### src/rtl/fetch_queue.sv
// Fetch-to-decode decoupling FIFO: DEPTH entries of {instruction, PC, prediction},
// first-word fall-through on the decode side, single-cycle flush on redirect.
module fetch_queue #(
   parameter int INSTR_W = 8,
   parameter int PC_W    = 16,
   parameter int DEPTH   = 4,
   parameter int CNT_W   = $clog2(DEPTH + 1)
) (
   input  logic               clk,
   input  logic               rst,
   input  logic               f_valid,
   output logic               f_ready,
   input  logic [INSTR_W-1:0] f_instr,
   input  logic [PC_W-1:0]    f_pc,
   input  logic               f_pred_taken,
   input  logic [PC_W-1:0]    f_pred_target,
   output logic               d_valid,
   input  logic               d_ready,
   output logic [INSTR_W-1:0] d_instr,
   output logic [PC_W-1:0]    d_pc,
   output logic               d_pred_taken,
   output logic [PC_W-1:0]    d_pred_target,
   input  logic               flush,
   output logic [CNT_W-1:0]   count,
   output logic               empty,
   output logic               full
);

   localparam int PTR_W = $clog2(DEPTH);

   typedef struct packed {
      logic [INSTR_W-1:0] instr;
      logic [PC_W-1:0]    pc;
      logic               pred_taken;
      logic [PC_W-1:0]    pred_target;
   } entry_t;

   entry_t           mem [DEPTH];
   logic [PTR_W-1:0] head;
   logic [PTR_W-1:0] tail;
   logic             push;
   logic             pop;

   assign empty   = (count == '0);
   assign full    = (count == CNT_W'(DEPTH));
   assign f_ready = !full && !rst;
   assign d_valid = !empty && !flush;

   // Flush beats any handshake in the same cycle; d_valid is already masked by flush.
   assign push = f_valid && f_ready && !flush;
   assign pop  = d_valid && d_ready;

   assign d_instr       = mem[head].instr;
   assign d_pc          = mem[head].pc;
   assign d_pred_taken  = mem[head].pred_taken;
   assign d_pred_target = mem[head].pred_target;

   always_ff @(posedge clk or posedge rst) begin
      if (rst) begin
         head  <= '0;
         tail  <= '0;
         count <= '0;
      end else if (flush) begin
         head  <= '0;
         tail  <= '0;
         count <= '0;
      end else begin
         if (push) tail <= tail + PTR_W'(1);
         if (pop)  head <= head + PTR_W'(1);
         case ({push, pop})
            2'b10:   count <= count + CNT_W'(1);
            2'b01:   count <= count - CNT_W'(1);
            default: count <= count;
         endcase
      end
   end

   // NOTE: the storage array has no reset; its contents are only observed while
   // d_valid=1, and leaving it unreset lets it map onto plain register files.
   always_ff @(posedge clk) begin
      if (push) begin
         mem[tail] <= '{instr:       f_instr,
                        pc:          f_pc,
                        pred_taken:  f_pred_taken,
                        pred_target: f_pred_target};
      end
   end

   a_count_bound: assert property (@(posedge clk) disable iff (rst)
      count <= CNT_W'(DEPTH));
   a_no_push_full: assert property (@(posedge clk) disable iff (rst)
      !(push && full));
   a_no_pop_empty: assert property (@(posedge clk) disable iff (rst)
      !(pop && empty));

endmodule

### config.mk
export PLATFORM = sky130hd
export DESIGN_NAME = fetch_queue
export DESIGN_NICKNAME = d
export VERILOG_FILES = /design/src/rtl/fetch_queue.sv
export SDC_FILE = /design/constraint.sdc
export NUM_CORES = 1
export LEC_CHECK = 0
export ABC_AREA = 1
export CAP_MARGIN = 15
export CORE_MARGIN = 3
export CORE_UTILIZATION = 43
export CTS_BUF_LIST = sky130_fd_sc_hd__clkbuf_4
export CTS_CLUSTER_DIAMETER = 120
export DETAILED_ROUTE_END_ITERATION = 10
export PLACE_DENSITY = 0.7
export SLEW_MARGIN = 20
export SYNTH_ARGS = -nofsm -noshare
export SYNTH_HDL_FRONTEND = slang
export SYNTH_SLANG_ARGS = --single-unit
export TNS_END_PERCENT = 5
### constraint.sdc
create_clock -name clk -period 3.74 [get_ports clk]
set_clock_uncertainty 0.2 [all_clocks]
set_input_delay 0.374 -clock clk [delete_from_list [all_inputs] [get_ports clk]]
set_output_delay 0.374 -clock clk [all_outputs]
set_load 0.005 [all_outputs]
==> reports/qor.txt <==
yosys warns: 0
Root Driver: clkbuf_4
first-pass GRT wire length: 21,200 um
worst slew pin tran: 0.817 ns
mux cell area share after synthesis: 0%
Util after Layout: 54.6%
Die Wd: 129 um
Hold Path Class: primary input to flip-flop
final setup TNS: 0 ns
ranking of synthesized cells by area: edfxtp_1, o21ai_0, nor2_1
via count: 4,019
Finish-stage setup viols: 0
Initial DRC Count: 299
post-synthesis simple-gate area fraction: 7.13%
Netlist cell types: 22
post-DR wirelength/cell: 17.6 um
most frequent cells in the layout: edfxtp_1, clkdlybuf4s50_1, nor2_1, o21ai_0, o22ai_1
IO Port Bufs: 93
Final Slew Violations: 0
post-cts sizing count: 0
iteration count of the initial detailed-routing pass: 5
top cell type's share of synthesized area: 75.4%
Rel. slew slack: 45.5%
initial antenna violation count: 0
outcome: complete, no violations
Worst Setup Path Type: flip-flop to output pin
commonest non-fill, non-tap cell in the layout: edfxtp_1
area leader, netlist: edfxtp_1
TritonCTS clock tree: built
RSZ-0062 raised after global routing: no
final net count: 616
total gr overflow: 0
H-tree levels: 4
vias in the first global route: 4,059
sequential fraction of the synthesis area: 78.1%
maxcap violations: 0
Initial Utilization: 44.4%
fin crit period: 3.29 ns
Via density: 5.27
mapped cell area: 6530 um^2
DRC violation count after routing: 0
Core ar.: 14,700 um^2
final worst-path cycle share: 88.0%
I/O pins: 94
WP data arrival: 2.72 ns
fmax: 304 MHz
Die Footprint: 16,700 um^2
Hold Vio Cnt, Final: 0
Post-Synth XOR/XNOR Area: 0.134%
fraction of the mapped netlist area in adder cells: 1.07%
Num CTS Buffers: 17
DRT Wirelength: 13,400 um
Clock Path Buffers: 2
P&R area growth vs syn: 22.9%
synthesized area per cell: 14.0 um^2
clk_lat worst skew: 0.55 ns
remaining antenna violation count after routing: 0
Lkg Pwr: 2.72 nW
All-Layer GR Usage: 16.8%
post-synthesis compound-gate area fraction: 10.6%
crit path max fanout: 83
syn_nets: 518
largest family of logic cells by synthesized area: compound AO/OA/AOI/OAI gates
CTS clk-pin slew, worst paths: 0.13 ns
layout cells sized above 1: 9.88%
Startpoint Class: flip-flop
Req. time, crit path: 3.17 ns
DPL Wire Length: 8280 um
Synth Register Bits: 171
Sink Count: 171
pwr/cell area: 562 nW/um^2
Std-Cell Rows: 44
largest net degree at the start of global routing: 84
crit end category: output pin
maximum VDD drop: 0.274 mV
GP Congestion: 0.750
Synth Instances: 467
chip height: 129 um
-- per-layer routing --
metal,GRT usage (%),vias to the layer above,part of all wire [%]
li1,-,1910,-
met4,4.76,0,1.3
met5,0,-,0
met3,5.81,15,5.5
met1,21.8,1973,44
met2,27.0,121,50
-- kinds of logic after synthesis --
group                    after synthesis
AO/OA/AOI/OAI                        128
AND/OR/NAND/NOR                      116
flip-flops                           171
XOR/XNOR                               1
buffers and inverters                 46
adder cells (fa/ha/maj)                5
-- layout make-up --
cell class | instances | area [um^2]
clock buffers | 22 | 165
well taps | 184 | 230
diodes | 1 | 2.50
flip-flops and latches | 171 | 5100
inverters | 20 | 75.1
repair buffers | 105 | 1060
multi-input cells | 250 | 1270
clock inverters | 9 | 123
fillers | 1178 | 6680
-- state kept, by name (all words and copies together), names as in the netlist --
signal / flops
head: 2
count: 3
tail: 2
mem: 164
-- critical path, cell delays in order, from the launching register on --
cell	delay [ns]
dfrtp_2	0.39
buf_4	0.59
o21ai_0	0.23
o22ai_1	0.31
clkdlybuf4s50_1	0.57
-- path summary, 6_finish.rpt --
| kind | startpoint | slack, ns | to | cells after the start |
|---|---|---|---|---|
| setup / recovery | head[0] | 0.45 | d_pred_target[9] | 4 |
| hold / removal | f_instr[2] | 0.25 | mem[2][35] | 1 |
| setup reg to reg | count[0] | 1.23 | mem[0][21] | 7 |
| hold reg to reg | count[2] | 0.41 | count[2] | 2 |
| max in group asynchronous | rst | 2.60 | head[0] | 3 |
| min in group asynchronous | rst | 0.48 | head[1] | 3 |
-- Yosys cell counts --
| library cell | instances |
|---|---|
| o21ai_1 | 4 |
| nand3_2 | 1 |
| o21ai_0 | 82 |
| a21oi_1 | 1 |
| fa_1 | 1 |
| inv_1 | 16 |
| buf_2 | 9 |
| edfxtp_1 | 164 |
| dfrtp_1 | 7 |
| buf_4 | 2 |
| xnor2_1 | 1 |
| o22ai_1 | 41 |
| nor2_4 | 1 |
| clkbuf_1 | 13 |
| nand3_1 | 3 |
| nand2_1 | 16 |
| nand2_2 | 4 |
| nor2_1 | 90 |
| nor2_2 | 1 |
| clkbuf_2 | 2 |
| ha_1 | 4 |
| inv_2 | 4 |
-- what timing repair did --
action / in CTS / in global routing
buffers inserted: 0 / 0
hold buffers: 1 / 0
hold endpoints to repair: 7 / 0
-- power breakdown --
| part | internal [W] | switching, W | total, W |
|---|---|---|---|
| sequential | 0.00216 | 0.0000331 | 0.00219 |
| combinational | 0.000600 | 0.000653 | 0.00125 |
| clock | 0.000492 | 0.000575 | 0.00107 |
-- stage by stage --
stage          area, um^2  hold slack (ns)  power (W)  instances  setup slack (ns)
2_1_floorplan        6530         -0.00708    0.00283        467             0.395
3_3_place_gp         7720            0.358    0.00347        729             0.733
3_5_place_dp         7720            0.383    0.00350        729             0.640
4_1_cts              8020            0.215    0.00455        761             0.438
5_1_grt              8020            0.204    0.00475        761             0.206
6_report             8020            0.249    0.00451        762             0.451
No activity file was read; power rests on OpenSTA's default activity.
